==> src/rtl/ibex_rvfi_trace_fifo.sv <==
`default_nettype none
// ============================================================================
// Module   : ibex_rvfi_trace_fifo
// Purpose  : Buffers RVFI retirement records and streams each as a fixed
//            packet of 32-bit words; counts records dropped on overflow.
//            Define IBEX_TRACE_MEM_EN to append memory-access words.
// Revision : 1.0 - initial release
// ============================================================================
module ibex_rvfi_trace_fifo #(
  parameter int unsigned Depth    = 8,
  parameter int unsigned DropCntW = 16
) (
  input  logic                       clk_i,
  input  logic                       rst_i,
  input  logic                       enable_i,
  input  logic                       rvfi_valid_i,
  input  logic [63:0]                rvfi_order_i,
  input  logic [31:0]                rvfi_insn_i,
  input  logic                       rvfi_trap_i,
  input  logic                       rvfi_intr_i,
  input  logic [1:0]                 rvfi_mode_i,
  input  logic [4:0]                 rvfi_rd_addr_i,
  input  logic [31:0]                rvfi_rd_wdata_i,
  input  logic [31:0]                rvfi_pc_rdata_i,
  input  logic [31:0]                rvfi_mem_addr_i,
  input  logic [3:0]                 rvfi_mem_rmask_i,
  input  logic [3:0]                 rvfi_mem_wmask_i,
  output logic                       trace_valid_o,
  input  logic                       trace_ready_i,
  output logic [31:0]                trace_data_o,
  output logic                       trace_last_o,
  output logic [$clog2(Depth):0]     fifo_level_o,
  output logic [DropCntW-1:0]        drop_cnt_o
);

`ifdef IBEX_TRACE_MEM_EN
  localparam int unsigned NUM_WORDS = 6;
`else
  localparam int unsigned NUM_WORDS = 4;
`endif
  localparam int unsigned    PTR_W    = $clog2(Depth);
  localparam int unsigned    LVL_W    = PTR_W + 1;
  localparam int unsigned    IDX_W    = $clog2(NUM_WORDS);
  localparam logic [IDX_W-1:0] LAST_IDX = IDX_W'(NUM_WORDS - 1);
  localparam logic [LVL_W-1:0] FULL_LVL = LVL_W'(Depth);

  typedef enum logic [0:0] {
    IDLE = 1'b0,
    SEND = 1'b1
  } state_e;

  state_e                state_q, state_d;
  logic [IDX_W-1:0]      idx_q, idx_d;
  logic [PTR_W-1:0]      wr_ptr_q, wr_ptr_d;
  logic [PTR_W-1:0]      rd_ptr_q, rd_ptr_d;
  logic [LVL_W-1:0]      level_q, level_d;
  logic [DropCntW-1:0]   drop_cnt_q, drop_cnt_d;
  logic                  drop_pend_q, drop_pend_d;

  logic [31:0]           mem_q [Depth][NUM_WORDS];
  logic [31:0]           rec_w [NUM_WORDS];

  logic                  capture;
  logic                  push;
  logic                  pop;
  logic                  drop;
  logic                  unused_inputs;

`ifdef IBEX_TRACE_MEM_EN
  assign unused_inputs = ^rvfi_order_i[63:16];
`else
  assign unused_inputs = ^{rvfi_order_i[63:16], rvfi_mem_addr_i,
                           rvfi_mem_rmask_i, rvfi_mem_wmask_i};
`endif

  // Record is stored pre-formatted so the serialiser only has to index words.
  always_comb begin
    rec_w[0] = rvfi_pc_rdata_i;
    rec_w[1] = rvfi_insn_i;
    rec_w[2] = {rvfi_trap_i, rvfi_intr_i, rvfi_mode_i, rvfi_rd_addr_i,
                drop_pend_q, 6'b0, rvfi_order_i[15:0]};
    rec_w[3] = rvfi_rd_wdata_i;
`ifdef IBEX_TRACE_MEM_EN
    rec_w[4] = rvfi_mem_addr_i;
    rec_w[5] = {rvfi_mem_rmask_i, rvfi_mem_wmask_i, 24'b0};
`endif
  end

  assign trace_valid_o = (state_q == SEND);
  assign trace_last_o  = trace_valid_o && (idx_q == LAST_IDX);
  assign trace_data_o  = trace_valid_o ? mem_q[rd_ptr_q][idx_q] : 32'b0;

  // A full FIFO still accepts a record on the cycle its head leaves.
  assign pop     = trace_valid_o && trace_ready_i && trace_last_o;
  assign capture = rvfi_valid_i && enable_i;
  assign push    = capture && ((level_q < FULL_LVL) || pop);
  assign drop    = capture && !push;

  always_comb begin
    wr_ptr_d    = wr_ptr_q;
    rd_ptr_d    = rd_ptr_q;
    drop_cnt_d  = drop_cnt_q;
    drop_pend_d = drop_pend_q;
    level_d     = level_q + LVL_W'(push) - LVL_W'(pop);
    if (push) begin
      wr_ptr_d    = wr_ptr_q + PTR_W'(1);
      drop_pend_d = 1'b0;
    end
    if (pop) begin
      rd_ptr_d = rd_ptr_q + PTR_W'(1);
    end
    if (drop) begin
      drop_pend_d = 1'b1;
      if (drop_cnt_q != {DropCntW{1'b1}}) begin
        drop_cnt_d = drop_cnt_q + DropCntW'(1);
      end
    end
  end

  always_comb begin
    state_d = state_q;
    idx_d   = idx_q;
    case (state_q)
      IDLE: begin
        if (level_q != '0) begin
          state_d = SEND;
          idx_d   = '0;
        end
      end
      SEND: begin
        if (trace_ready_i) begin
          if (idx_q == LAST_IDX) begin
            idx_d   = '0;
            state_d = (level_d != '0) ? SEND : IDLE;
          end else begin
            idx_d = idx_q + IDX_W'(1);
          end
        end
      end
      default: begin
        state_d = IDLE;
        idx_d   = '0;
      end
    endcase
  end

  always_ff @(posedge clk_i) begin
    if (rst_i) begin
      state_q     <= IDLE;
      idx_q       <= '0;
      wr_ptr_q    <= '0;
      rd_ptr_q    <= '0;
      level_q     <= '0;
      drop_cnt_q  <= '0;
      drop_pend_q <= 1'b0;
    end else begin
      state_q     <= state_d;
      idx_q       <= idx_d;
      wr_ptr_q    <= wr_ptr_d;
      rd_ptr_q    <= rd_ptr_d;
      level_q     <= level_d;
      drop_cnt_q  <= drop_cnt_d;
      drop_pend_q <= drop_pend_d;
    end
  end

  always_ff @(posedge clk_i) begin
    if (push && !rst_i) begin
      for (int w = 0; w < NUM_WORDS; w++) begin
        mem_q[wr_ptr_q][w] <= rec_w[w];
      end
    end
  end

  assign fifo_level_o = level_q;
  assign drop_cnt_o   = drop_cnt_q;

endmodule
`default_nettype wire

==> config.mk <==
export PLATFORM = sky130hd
export DESIGN_NAME = ibex_rvfi_trace_fifo
export DESIGN_NICKNAME = d
export VERILOG_FILES = /design/src/rtl/ibex_rvfi_trace_fifo.sv
export SDC_FILE = /design/constraint.sdc
export NUM_CORES = 1
export LEC_CHECK = 0
export CAP_MARGIN = 40
export CORE_MARGIN = 4
export CORE_UTILIZATION = 63
export DETAILED_ROUTE_END_ITERATION = 7
export GPL_ROUTABILITY_DRIVEN = 0
export PLACE_DENSITY = 0.94
export SKIP_LAST_GASP = 1
export SLEW_MARGIN = 20
export SYNTH_ARGS = -nofsm -noshare
export SYNTH_HDL_FRONTEND = slang
export SYNTH_SLANG_ARGS = --single-unit
==> constraint.sdc <==
create_clock -name clk_i -period 26.9 [get_ports clk_i]
set_input_delay 2.69 -clock clk_i [delete_from_list [all_inputs] [get_ports clk_i]]
set_output_delay 2.69 -clock clk_i [all_outputs]
set_load 0.01 [all_outputs]
==> run_results.csv <==
group,metric,value,unit
outcome,outcome,"completed",
synthesis,synth_xor_area_share,0.4500,%
power,switching_share,21.45,%
clock_tree,cts-resized-gates,0,
detailed_routing,drt-initial-drc-count,3301,
min_path,hold_start,"rd_ptr_q[1]",
critical_path,slowest_delay,0.67,ns
detailed_routing,firstDrtPassIters,6,
critical_path,regToRegStartpoint,"idx_q[0]",
finish,final_nets,2282,
sta,worst_clock_skew,0.02972,ns
critical_path,reg2reg_setup_slack,21.74,ns
grt,grt_max_degree,149,
synthesis,synth_warnings,0,
synthesis,synth.area.mux_share,16.20,%
die,rows,90,
critical_path,endpoint_kind,"primary output",
critical_path,crit_fanout,148,
power,intPower,0.002583,W
critical_path,start_kind,"flop",
min_path,holdPathStages,2,
finish,fin_area,0.04499,mm^2
synthesis,synth-main-ff-cell,"edfxtp_1",
die,core,0.06081,mm^2
synthesis,synth-edff-count,976,
critical_path,required,24.21,ns
clock_tree,post-cts-setup-buffer-count,0,
sta,finalHoldViolCount,0,
power,power.density,73.10,mW/mm^2
critical_path,cp_cell_sequence,"buf_4 > buf_12 > mux2_2 > o22ai_1 > a221oi_1 > o21ai_0 > a211oi_1 > clkdlybuf4s50_1",
sta,setup_violations,0,
synthesis,synth-seq-cells,1009,
die,chipHeight,256.6,um
detailed_routing,route.detailed.wl_per_inst,34.08,um
detailed_routing,ant_nets,0,
sta,drv_slew,0,
place,pre_cts_ws,19.51,ns
power,power.switching,0.0007055,W
place,dpl.hpwl,53.02,mm
grt,grt_pass1_wl,145.1,mm
synthesis,ys_seq_area_share,76.99,%
power,clkPwrFrac,40.5,%
synthesis,synth.distinct_cells,41,
detailed_routing,drcViolationCount,0,
clock_tree,ctsHtreeMaxLevel,3,
die,ios,268,
detailed_routing,num_vias,20650,
run,drv_cap,0,
synthesis,syn_avg_cell_area,21.17,um^2
finish,areaGrowthSynthToFinish,15.57,%
clock_tree,cts_buffers,95,
critical_path,r2r_cells,8,
critical_path,criticalPathCategory,"reg2out",
clock_tree,cts_root_buffer,"clkbuf_16",
sta,final.setup.worst_slack,19.22,ns
sta,fin_crit,7.679,ns
grt,grt.overflow.total,0,
critical_path,r2r-end,"mem_q[6][105]",
critical_path,cp_slowest_cell,"buf_4",
sta,hold_ws,0.5037,ns
clock_tree,clk_pin_slew,0.07,ns
detailed_routing,wl,100.2,mm
place,dpl-instance-area,0.04173,mm^2
finish,layout-drive-gt1-share,20.79,%
place,numPortBuffers,179,
sta,min_period_over_period,28.55,%
synthesis,syn-num-nets,2063,
synthesis,synth_compound_area_share,2.652,%
power,peakVddDrop,0.06036,mV
sta,slew_headroom,28.77,%
synthesis,syn_area,0.03893,mm^2
power,combPwrFrac,6.2,%
clock_tree,cts_hold_buffers,0,
die,start_util,64.02,%
power,pwr-share-seq,53.3,%
clock_tree,cts_sinks,1009,
grt,antenna_found_initial,22,
synthesis,synth_simple_gate_area_share,2.012,%
clock_tree,clkLatencyLatePin,0.65,ns
synthesis,synthAdderAreaFrac,0.3407,%
power,total_leakage_power,13.52,nW
detailed_routing,drt-vias-per-instance,7.025,
synthesis,postSynthCellCount,1839,
die,die_w,256.6,um
sta,tns,0,ns
grt,grt_pass1_vias,21030,
min_path,min_path_type,"reg2reg",
finish,fin_util,73.98,%
grt,gr-usage-all-layers,30.03,%
sta,max_freq,130.2,MHz
synthesis,async_flop_share,0,%
sta,grt_setup_unrepaired,"false",
die,die-area,0.06583,mm^2
clock_tree,cts_tree,"built",
clock_tree,cts.path.max_buffers,3,
synthesis,synth_top_family_by_area,"multiplexers",
critical_path,crit_arrival,4.99,ns
sta,tightest_slew,1.068,ns
-- cell families after synthesis --
logic type / count (synthesis)
and+or+nand+nor: 157
muxes: 380
DFF: 1009
buffers and inverters: 111
xor gates and xnor gates: 20
AOI/OAI and AO/OA: 152
adders and majority gates: 10
-- stage by stage --
stage | total power (W) | instances
after floorplan | 0.001865 | 1839
after global placement | 0.001962 | 2732
after detailed placement | 0.001976 | 2738
after CTS | 0.003287 | 2913
after global routing | 0.003372 | 2927
final | 0.003289 | 2939
-- cell type report --
cell class | count | area [um^2]
Multi-Input combinational cell | 719 | 8491
Inverter | 12 | 45.04
Timing Repair Buffer | 221 | 2367
Fill cell | 3019 | 15820
Clock buffer | 121 | 2560
Antenna cell | 21 | 52.55
Tap cell | 782 | 978.4
Clock inverter | 54 | 510.5
Sequential cell | 1009 | 29980
-- cell usage after synthesis, drive strengths merged (26+ instances only) --
library cell	count	share of area [%]
a211oi	32	0.62
a221oi	26	0.58
buf	58	0.85
clkbuf	41	0.40
dfxtp	33	1.7
edfxtp	976	75
mux2	59	1.7
mux2i	127	3.3
mux4	194	11
nand2	31	0.30
nor2	40	0.39
nor2b	33	0.53
o21ai	27	0.35
o22ai	27	0.43
-- critical path, delay by kind of cell, from the launching register on --
kind,cells,cell delay [ns]
AOI/OAI and AO/OA,4,1.07
buffers and inverters,3,2.00
DFF,1,0.60
muxes,1,0.33
-- routing by layer --
metal  wire length [um]  track usage [%]  up-vias
met5                 73                0        -
met4               4797            11.37       12
met3              10860            6.177      310
met2              51340            50.26     1756
met1              33090            39.80    10440
li1                   -                -     8127
-- sequential cells by signal (all words and copies together), names as in the netlist, named ones only --
signal         flops
mem_q            976
drop_cnt_o        16
fifo_level_o       4
rd_ptr_q           3
wr_ptr_q           3
idx_q              2
drop_pend_q        1
trace_valid_o      1
-- power groups by stage --
stage	Sequential, W	Clock [W]	Combinational [W]
after floorplan	0.00179	0	0.0000761
after global placement	0.00178	0	0.000179
after detailed placement	0.00179	0	0.000190
after CTS	0.00175	0.00134	0.000196
after global routing	0.00175	0.00141	0.000210
final	0.00175	0.00133	0.000204
-- layout by cell type, fill, tap and decap left out, types with 15 or more instances in the layout --
cell and count:
mux2i_1 127, diode_2 21, nor2_1 34, xnor2_1 18
mux4_2 194, nand2_1 31, clkbuf_16 99, a211oi_1 32
nand3_1 20, o21ai_0 27, clkdlybuf4s50_1 179, mux2_2 59
a221oi_1 26, buf_4 26, clkinv_1 20, dfxtp_1 28
o22ai_1 27, nor2b_1 33, a21oi_1 15, clkbuf_1 22
edfxtp_1 976
-- how the worst max path moves through the flow --
stage / startpoint / to / slack [ns] / cells past startpoint
final: flop / trace_data_o[10] / 19.22 / 8
after global routing: flop / trace_data_o[11] / 18.98 / 8
after CTS: flop / trace_data_o[3] / 18.75 / 8
after detailed placement: flop / trace_data_o[0] / 19.51 / 8
after global placement: flop / trace_data_o[3] / 19.48 / 7
after floorplan: trace_ready_i / mem_q[0][0] / 11.15 / 4
(Power assumes the default switching activity.)
==> RTL edit (config.mk and constraints unchanged) <==
Reset style: asynchronous (`rst_i`), changed in one clocked block.
--- a/src/rtl/ibex_rvfi_trace_fifo.sv
+++ b/src/rtl/ibex_rvfi_trace_fifo.sv
@@ -145,5 +145,5 @@
   end
 
-  always_ff @(posedge clk_i) begin
+  always_ff @(posedge clk_i or posedge rst_i) begin
     if (rst_i) begin
       state_q     <= IDLE;
Function: not settled (the Yosys comparison gave no result); the edit may change what the design does.
==> RTL edit against the unedited design <==
  * Setup slack worse by 320 ps
  * Clock skew is 4.5 ps higher
  * Sequential cell count is 3 lower
  * Synthesized area is 0.29% lower
  * Routed wire length is 8.8% higher
  * Non-clock buffer count is 2 lower
  * First-iteration DRC count is 27% higher
  * Synthesized cell count is 5.6% lower
  * Design area is 0.32% lower
  * Die area is 0.28% lower
  * Final cell count is 3.5% lower
  * Critical path type unchanged
  * Critical endpoint is now trace_data_o[11]
Power is not compared: it rests on default switching activity, and its combinational part moved more than twofold at a synthesized area within 25%.
==> RTL edit: results (changes against the unedited design) <==
\begin{tabular}{lr}
\hline
Metric & Value \\
\hline
\multicolumn{2}{l}{\textbf{STA}} \\
\quad Slew Limit Headroom & 0.330 (+0.0423) \\
\quad Worst setup skew after layout & 34.2 ps (+4.50 ps) \\
\multicolumn{2}{l}{\textbf{Clocking}} \\
\quad Clock buffers created by TritonCTS & 93 (-2.1\%) \\
\multicolumn{2}{l}{\textbf{Yosys}} \\
\quad Synth unique cells & 44 (+7.3\%) \\
\quad Adder and majority cell fraction of the synthesized area & 0.00342 (+0.00000999) \\
\quad Leading cell types by count after synthesis & edfxtp\_1, mux4\_2, mux2\_2, nand2\_1 \\
\quad Share of synthesized area spent on multiplexers & 0.164 (+0.00251) \\
\quad Sequential-to-total area share from yosys stat & 0.774 (+0.00458) \\
\quad Compound-Gate Fraction of Synth Area & 0.0247 (-0.00186) \\
\multicolumn{2}{l}{\textbf{Critical path}} \\
\quad Worst-path cell with the longest stage delay & dfrtp\_4 \\
\quad Largest driver fanout on the critical path & 55 (-63\%) \\
\quad Bufs and invs on worst path & 5 (+2) \\
\quad Max incr delay on CP & 910 ps (+240 ps) \\
\multicolumn{2}{l}{\textbf{Final layout}} \\
\quad Fraction of final layout cells with drive strength greater than 1 & 0.245 (+0.0376) \\
\quad Total of plain and repair buffers excluding clock buffers & 219 (-0.90\%) \\
\quad Multi-input combinational cell count & 628 (-13\%) \\
\quad Sequential share of cell area & 0.671 (+0.00412) \\
\quad Non-clk invs & 10 (-2) \\
\quad Final layout net count & 2,182 (-4.4\%) \\
\quad Clock network contribution to total cell area & 0.0677 (-0.000562) \\
\quad Non-clock buffer share of cell area & 0.0529 (+0.000281) \\
\quad Number of clock buffers in the layout & 117 (-3.3\%) \\
\quad Count of sequential standard cells & 1,006 (-0.30\%) \\
\multicolumn{2}{l}{\textbf{Routing}} \\
\quad Initial DRT Pass Iterations & 8 (+2) \\
\quad Met3 layer wire length in the routed design & 13.8 mm (+27\%) \\
\quad Met2 wire length & 54.3 mm (+5.8\%) \\
\quad Starting DRT DRC Count & 4,191 (+27\%) \\
\quad Vias/cell & 7.46 (+6.1\%) \\
\quad Post-Route M1 WL & 34.8 mm (+5.1\%) \\
\multicolumn{2}{l}{\textbf{Place}} \\
\quad HPWL Detailed & 53.8 mm (+1.5\%) \\
\quad Number of cells in the design after placement & 2,644 (-3.4\%) \\
\quad Placed Area & 41,700 sq um (about the same) \\
\quad Pre-CTS setup slack & 19,890 ps (+386 ps) \\
\multicolumn{2}{l}{\textbf{Global route}} \\
\quad Initial antenna violation count & 28 (+27\%) \\
\quad Pin count of the biggest net entering global routing & 123 (-17\%) \\
\quad Global routing usage summed across all routing layers & 0.326 (+0.0254) \\
\multicolumn{2}{l}{\textbf{Run status}} \\
\quad Outcome & finished, final reports clean \\
\hline
\end{tabular}
RTL edit: cell types whose count changed in the layout (fill, tap and decap cells not counted), sizes merged, moves of 20 or more:
cell and change:
mux2i -90, mux2 +35, dfxtp -33, dfrtp +30, a221oi -26, mux4 +26
nor2 -26, o21ai -26, o221ai +26, nor2b -24, a211oi -23, o22ai -21
a31oi +20
RTL edit: routing by layer:
| metal | up-vias | global-route usage |
|---|---|---|
| met2 | 2196 | 0.532 |
| li1 | 7814 | - |
| met1 | 10700 | 0.424 |
| met5 | - | 0 |
| met3 | 439 | 0.0782 |
| met4 | 20 | 0.150 |
RTL edit: final timing paths:
kind	from	endpoint	slack, ps	cells after the start
max	rd_ptr_q[1]	trace_data_o[11]	18900	9
min	drop_cnt_o[5]	drop_cnt_o[5]	510	1
min in group asynchronous	rst_i	idx_q[0]	2610	3
min reg2reg	drop_cnt_o[5]	drop_cnt_o[5]	510	1
max in group asynchronous	rst_i	rd_ptr_q[0]	23960	3
max reg2reg	idx_q[0]	mem_q[5][46]	22140	9
